## config.mk

```make
export PLATFORM = sky130hd
export DESIGN_NAME = mmio_bus_bridge
export DESIGN_NICKNAME = d
export VERILOG_FILES = /design/src/rtl/mmio_bus_pkg.sv /design/src/rtl/mmio_addr_decoder.sv /design/src/rtl/mmio_bus_bridge.sv
export SDC_FILE = /design/constraint.sdc
export NUM_CORES = 1
export LEC_CHECK = 0
export ABC_CLOCK_PERIOD_IN_PS = 1800
export CAP_MARGIN = 20
export CELL_PAD_IN_SITES_DETAIL_PLACEMENT = 2
export CELL_PAD_IN_SITES_GLOBAL_PLACEMENT = 2
export CORE_MARGIN = 1
export CORE_UTILIZATION = 19
export CTS_BUF_LIST = sky130_fd_sc_hd__clkbuf_16
export DETAILED_ROUTE_END_ITERATION = 10
export GPL_TIMING_DRIVEN = 0
export PLACE_DENSITY_LB_ADDON = 0.1
export SYNTH_ARGS = -nofsm -noshare
export SYNTH_HDL_FRONTEND = slang
export SYNTH_SLANG_ARGS = --single-unit
```

## constraint.sdc

```tcl
create_clock -name clk -period 1.8 [get_ports clk]
set_input_delay 0.18 -clock clk [delete_from_list [all_inputs] [get_ports clk]]
set_output_delay 0.18 -clock clk [all_outputs]
set_load 0.05 [all_outputs]
```

## src/rtl/mmio_bus_pkg.sv

```systemverilog
// Shared types and default address map for the MMIO bus bridge.
// Default map: data RAM, instruction ROM, GPIO and UART in slots 0..3.
package mmio_bus_pkg;

   localparam int MAX_SLAVES = 8;

   localparam logic [31:0] RAM_BASE  = 32'h1001_0000;
   localparam logic [31:0] RAM_MASK  = 32'hFFFF_FF00;
   localparam logic [31:0] ROM_BASE  = 32'h0040_0000;
   localparam logic [31:0] ROM_MASK  = 32'hFFFF_F000;
   localparam logic [31:0] GPIO_BASE = 32'h1001_0100;
   localparam logic [31:0] GPIO_MASK = 32'hFFFF_FFF0;
   localparam logic [31:0] UART_BASE = 32'h1001_0200;
   localparam logic [31:0] UART_MASK = 32'hFFFF_FFF0;

   localparam logic [127:0] DEF_BASE_ADDRS = {UART_BASE, GPIO_BASE, ROM_BASE, RAM_BASE};
   localparam logic [127:0] DEF_ADDR_MASKS = {UART_MASK, GPIO_MASK, ROM_MASK, RAM_MASK};

   typedef enum logic [1:0] {
      ST_IDLE,
      ST_BUSY,
      ST_RESP
   } state_t;

endpackage

```

## src/rtl/mmio_addr_decoder.sv

```systemverilog
// Combinational base/mask address decoder; zero latency, no flow control.
// Lowest matching slot wins, yielding a one-hot hit vector plus a hit flag.
module mmio_addr_decoder
   import mmio_bus_pkg::*;
#(
   parameter int                         N_SLAVES   = 4,
   parameter int                         ADDR_W     = 32,
   parameter logic [N_SLAVES*ADDR_W-1:0] BASE_ADDRS = DEF_BASE_ADDRS,
   parameter logic [N_SLAVES*ADDR_W-1:0] ADDR_MASKS = DEF_ADDR_MASKS
) (
   input  logic [ADDR_W-1:0]   i_addr,
   output logic [N_SLAVES-1:0] o_hit_vec,
   output logic                o_hit
);

   always_comb begin
      o_hit_vec = '0;
      o_hit     = 1'b0;
      for (int i = 0; i < N_SLAVES; i++) begin
         if (!o_hit &&
             ((i_addr & ADDR_MASKS[i*ADDR_W +: ADDR_W]) == BASE_ADDRS[i*ADDR_W +: ADDR_W])) begin
            o_hit_vec[i] = 1'b1;
            o_hit        = 1'b1;
         end
      end
   end

endmodule

```

## src/rtl/mmio_bus_bridge.sv

```systemverilog
// Core-to-peripheral MMIO bridge: IDLE->BUSY->RESP, response k+1 cycles after accept, 1 for unmapped.
// Stalls the core until rsp_valid; MMIO_BUS_TIMEOUT_EN adds a BUSY timeout returning err.
module mmio_bus_bridge
   import mmio_bus_pkg::*;
#(
   parameter int                         N_SLAVES       = 4,
   parameter int                         ADDR_W         = 32,
   parameter int                         DATA_W         = 32,
   parameter logic [N_SLAVES*ADDR_W-1:0] BASE_ADDRS     = DEF_BASE_ADDRS,
   parameter logic [N_SLAVES*ADDR_W-1:0] ADDR_MASKS     = DEF_ADDR_MASKS,
   parameter int                         TIMEOUT_CYCLES = 16
) (
   input  logic                       clk,
   input  logic                       rst,
   input  logic                       req_valid,
   input  logic                       req_we,
   input  logic [ADDR_W-1:0]          req_addr,
   input  logic [DATA_W-1:0]          req_wdata,
   output logic                       stall,
   output logic                       rsp_valid,
   output logic [DATA_W-1:0]          rsp_rdata,
   output logic                       rsp_err,
   output logic [N_SLAVES-1:0]        dev_sel,
   output logic                       dev_we,
   output logic [ADDR_W-1:0]          dev_addr,
   output logic [DATA_W-1:0]          dev_wdata,
   input  logic [N_SLAVES*DATA_W-1:0] dev_rdata,
   input  logic [N_SLAVES-1:0]        dev_ack
);

   state_t                r_state;
   state_t                w_state_nxt;
   logic [N_SLAVES-1:0]   r_sel;
   logic                  r_we;
   logic [ADDR_W-1:0]     r_addr;
   logic [DATA_W-1:0]     r_wdata;
   logic [DATA_W-1:0]     r_rdata;
   logic                  r_err;
   logic [N_SLAVES-1:0]   w_hit_vec;
   logic                  w_hit;
   logic                  w_ack;
   logic                  w_tmo;
   logic                  w_accept;
   logic [DATA_W-1:0]     w_sel_rdata;

   mmio_addr_decoder #(
      .N_SLAVES   (N_SLAVES),
      .ADDR_W     (ADDR_W),
      .BASE_ADDRS (BASE_ADDRS),
      .ADDR_MASKS (ADDR_MASKS)
   ) u_dec (
      .i_addr    (req_addr),
      .o_hit_vec (w_hit_vec),
      .o_hit     (w_hit)
   );

   // Acks from slaves other than the selected one never advance the FSM.
   assign w_ack = |(dev_ack & r_sel);

   always_comb begin
      w_sel_rdata = '0;
      for (int i = 0; i < N_SLAVES; i++) begin
         if (r_sel[i]) w_sel_rdata = w_sel_rdata | dev_rdata[i*DATA_W +: DATA_W];
      end
   end

`ifdef MMIO_BUS_TIMEOUT_EN
   localparam int CNT_W = $clog2(TIMEOUT_CYCLES + 1);
   logic [CNT_W-1:0] r_tmo_cnt;

   // Fires in the BUSY cycle whose increment brings the counter to the limit.
   assign w_tmo = (r_state == ST_BUSY) && !w_ack &&
                  (r_tmo_cnt >= CNT_W'(TIMEOUT_CYCLES - 1));

   always_ff @(posedge clk) begin
      if (!rst) begin
         r_tmo_cnt <= '0;
      end else if (w_accept) begin
         r_tmo_cnt <= '0;
      end else if (r_state == ST_BUSY && !w_ack && r_tmo_cnt != CNT_W'(TIMEOUT_CYCLES)) begin
         r_tmo_cnt <= r_tmo_cnt + 1'b1;
      end
   end
`else
   assign w_tmo = 1'b0;
`endif

   always_ff @(posedge clk) begin
      if (!rst) r_state <= ST_IDLE;
      else      r_state <= w_state_nxt;
   end

   always_comb begin
      w_state_nxt = r_state;
      w_accept    = 1'b0;
      case (r_state)
         ST_IDLE: begin
            if (req_valid) begin
               w_accept    = 1'b1;
               w_state_nxt = w_hit ? ST_BUSY : ST_RESP;
            end
         end
         ST_BUSY: if (w_ack || w_tmo) w_state_nxt = ST_RESP;
         ST_RESP: w_state_nxt = ST_IDLE;
         default: w_state_nxt = ST_IDLE;
      endcase
   end

   always_ff @(posedge clk) begin
      if (!rst) begin
         r_sel   <= '0;
         r_we    <= 1'b0;
         r_addr  <= '0;
         r_wdata <= '0;
         r_rdata <= '0;
         r_err   <= 1'b0;
      end else if (w_accept) begin
         r_sel   <= w_hit_vec;
         r_we    <= req_we;
         r_addr  <= req_addr;
         r_wdata <= req_wdata;
         if (!w_hit) begin
            r_rdata <= '0;
            r_err   <= 1'b1;
         end
      end else if (r_state == ST_BUSY && (w_ack || w_tmo)) begin
         r_sel   <= '0;
         r_rdata <= (w_ack && !r_we) ? w_sel_rdata : '0;
         r_err   <= !w_ack;
      end
   end

   assign rsp_valid = (r_state == ST_RESP);
   assign stall     = req_valid & ~rsp_valid;
   assign rsp_rdata = r_rdata;
   assign rsp_err   = r_err;
   assign dev_sel   = r_sel;
   assign dev_we    = r_we;
   assign dev_addr  = r_addr;
   assign dev_wdata = r_wdata;

endmodule

```

==> results <==
- The type of the worst min-delay path is in2reg.
- The first global-routing pass estimated 33700 um of wire.
- The insertion delay to the later sink of the worst-skew pair is 0.35 ns.
- The total power density per cell area is 689 nW/um^2.
- STA classifies the critical path endpoint as a primary output.
- The mapped cell area is 4540 um^2.
- The region available for standard cell placement spans 23500 um^2.
- Counting flops with an async set or reset pin after synthesis yields a share of 0.
- In the final layout, the share of cells above drive strength 1 is 0.107.
- The final critical-path share of the clock period is 0.984.
- The ratio of routed vias to standard cells is 4.52.
- The die width is 157 um.
- The number of antenna violations at the first check in global routing is 1.
- The H-tree was split into 3 levels.
- The initialized floorplan defines 56 standard-cell rows.
- The maximum clock skew at final layout is 0.00684 ns.
- Setup repair after global routing could not meet its margin everywhere.
- In this run, distinct cell masters in the synthesized netlist total 37.
- The tool flagged a number of max-cap violations equal to 0.
- Once placement finished, the instance area stood at 7980 um^2.
- The final number of setup-violating endpoints is 0.
- Across all layers, the routed design uses 5169 vias.
- The congestion estimate from routability-driven global placement came to 0.713.
- The run finished with clean final reports.
- The completed layout was analyzed and its total power is 5.94 mW.
- The global-route total usage across every layer is 0.185.
- The number of synthesized flops with an enable pin is 0.
- The number of buffers added by the clock tree synthesis step is 9.
- The count of cells in the finished layout, fillers not included, comes to 1143.
- The remaining routing DRC violations is 0.
- For this run the aggregate overflow at the end of global routing stands at 0.
- The time the final worst path needs with I/O delays and setup is 1.77 ns.
- The post-layout net count is 1018.
- The TritonCTS clock tree is built.
- The total of warnings raised by yosys is 0.
- In this run the tool buffered the top-level ports with 303 buffer cells.
- The cell accounting for the most synthesized area is sky130_fd_sc_hd__dfxtp_1.
- For this design, the sink count on the clock tree is 104.
- Of the post-synthesis cell area, the dominant cell type holds 0.458.
- Compared with the post-synthesis result, the final layout area differs by 89.9%.
- For the pin with the worst max-slew slack, the measured transition is 0.724 ns.
- The normalized max-slew margin is 0.517.
- The first-pass iteration count of the detailed router is 4.
- The peak fanout along the critical path is 6.
- The finished layout cell area is 8620 um^2.
- The top cell types in the final layout, fill and taps aside, are sky130_fd_sc_hd__clkdlybuf4s50_1, sky130_fd_sc_hd__nand2_1, sky130_fd_sc_hd__dfxtp_1.
- The antenna violation net count after detailed routing is 0.
- The routed wire length is 23100 um.
- Based on the critical path, the design can be clocked at up to 564 MHz.
- By startpoint and endpoint, the worst setup path is classified as reg2out.
- In this run, the number of DRC markers left after iteration 0 of detailed routing was 144.
- After detailed placement, the design holds a cell count of 1118.
- The number of global-route vias before repair is 5673.
- In this run the mean area of a mapped cell was 9.16 um^2.
- The arrival time of data at the critical path endpoint is 1.59 ns.
- The most common cell after layout, fill and taps aside is sky130_fd_sc_hd__clkdlybuf4s50_1.
- The worst setup path is launched from a register.
- The minimum hold slack is 0.143 ns.
- The analysis attributes to cell leakage a power of 3.12 nW.
- From bottom edge to top edge, the die measures 157 um.
- The final-layout setup total negative slack is 0 ns.
- The wire-length estimate of the detail-placed layout is 18600 um.
- The effective utilization at floorplan is 0.193.
- The slack of the critical path is 0.0285 ns.
- The root buffer cell chosen for the clock tree is sky130_fd_sc_hd__clkbuf_16.
- The largest net degree at the start of global routing is 18.
- After synthesis, the cell types taking the most area are sky130_fd_sc_hd__dfxtp_1, sky130_fd_sc_hd__nand2_1, sky130_fd_sc_hd__a21boi_0.
- After clock tree synthesis, the clock-pin slew on the worst setup and hold paths is 0.08 ns.
- The number of ports placed on the die boundary is 304.
- The routed length per placed instance is 20.2 um.
- Synthesis produced a netlist whose cell count is 496.
- The number of max-slew violations in the final report was 0.
- The sequential share of the synthesized area is 0.458.
- The worst slack at placement is -0.935 ns.
- The highest ir drop seen on vdd is 0.419 mV.
- The maximum clock path buffer count is 2.
- The total die area is 24500 um^2.
- The endpoint required time on the critical path is 1.62 ns.
- The dominant register cell in the synthesized netlist is sky130_fd_sc_hd__dfxtp_1.
- The final core area utilization is 0.367.
- The number of nets in the synthesized netlist is 696.
- The hold violation count in the final report came to 0.
- In this run, synthesis produced a sequential element count of 104.
[cell families (layout without fill, tap and decap cells)]
logic type             after synthesis  count (layout)  synth area share
flip-flops                         104             104             0.458
buffers and inverters               47             374            0.0455
other                                0               1                 0
AO/OA/AOI/OAI                      176             176             0.332
AND/OR/NAND/NOR                    169             169             0.164
[critical path, stage by stage, from the launching register on]
cell and delay, ns:
sky130_fd_sc_hd__dfxtp_1 0.48, sky130_fd_sc_hd__nor2b_1 0.13, sky130_fd_sc_hd__nor2_1 0.09, sky130_fd_sc_hd__dlygate4sd2_1 0.54
[state kept, by name (all words and copies together), names as in the netlist]
register and count:
dev_addr 32, dev_wdata 32, rsp_rdata 32, dev_sel 4, r_state 2, dev_we 1
rsp_err 1
[layout make-up]
cell class	count	area [um^2]
fillers	2551	14800
repair buffers	312	3150
multi-input cells	345	2400
flip-flops and latches	104	2090
well taps	319	399
plain buffers	44	251
clock buffers	9	225
clock inverters	7	95.1
inverters	2	7.51
diodes	1	2.50
[Yosys cell counts (2+ instances only)]
library cell	count
sky130_fd_sc_hd__nand4b_1	2
sky130_fd_sc_hd__buf_6	3
sky130_fd_sc_hd__nand2b_1	2
sky130_fd_sc_hd__a221oi_1	32
sky130_fd_sc_hd__a22oi_1	4
sky130_fd_sc_hd__nand2_1	136
sky130_fd_sc_hd__dfxtp_1	104
sky130_fd_sc_hd__nor3_1	3
sky130_fd_sc_hd__nor2b_1	6
sky130_fd_sc_hd__o2bb2ai_1	22
sky130_fd_sc_hd__clkbuf_1	33
sky130_fd_sc_hd__o2bb2ai_2	10
sky130_fd_sc_hd__inv_1	2
sky130_fd_sc_hd__nor3b_1	2
sky130_fd_sc_hd__nor4_2	3
sky130_fd_sc_hd__nand3_1	3
sky130_fd_sc_hd__buf_2	6
sky130_fd_sc_hd__nor2_1	4
sky130_fd_sc_hd__a21boi_0	67
sky130_fd_sc_hd__buf_1	3
sky130_fd_sc_hd__a22o_1	32
sky130_fd_sc_hd__a21oi_1	2
[metal layers]
metal,share of wire,global-route usage,wire [um]
met1,0.40,0.206,9280
met2,0.50,0.335,11600
met3,0.082,0.0573,1900
met4,0.012,0.0509,272
met5,0,0,0
[worst paths after layout]
check | to | startpoint | slack (ns) | cells past startpoint
max | stall | r_state[0] | 0.03 | 3
min | dev_addr[30] | req_addr[30] | 0.14 | 3
max reg2reg | rsp_rdata[21] | dev_sel[0] | 0.04 | 5
min reg2reg | dev_wdata[30] | dev_wdata[30] | 0.47 | 2
[where the power goes]
part | internal (mW) | total, mW | switching [mW]
sequential | 2.39 | 2.44 | 0.0518
combinational | 0.651 | 1.32 | 0.673
clock | 1.22 | 2.17 | 0.950
[timing repair]
action	CTS	global route
setup buffers	8	0
hold buffers	0	0
resized for setup	41	39
setup endpoints to repair	92	57
pin swaps	10	10
gates cloned	1	0
Note: power is estimated with default switching activity, not from simulation.
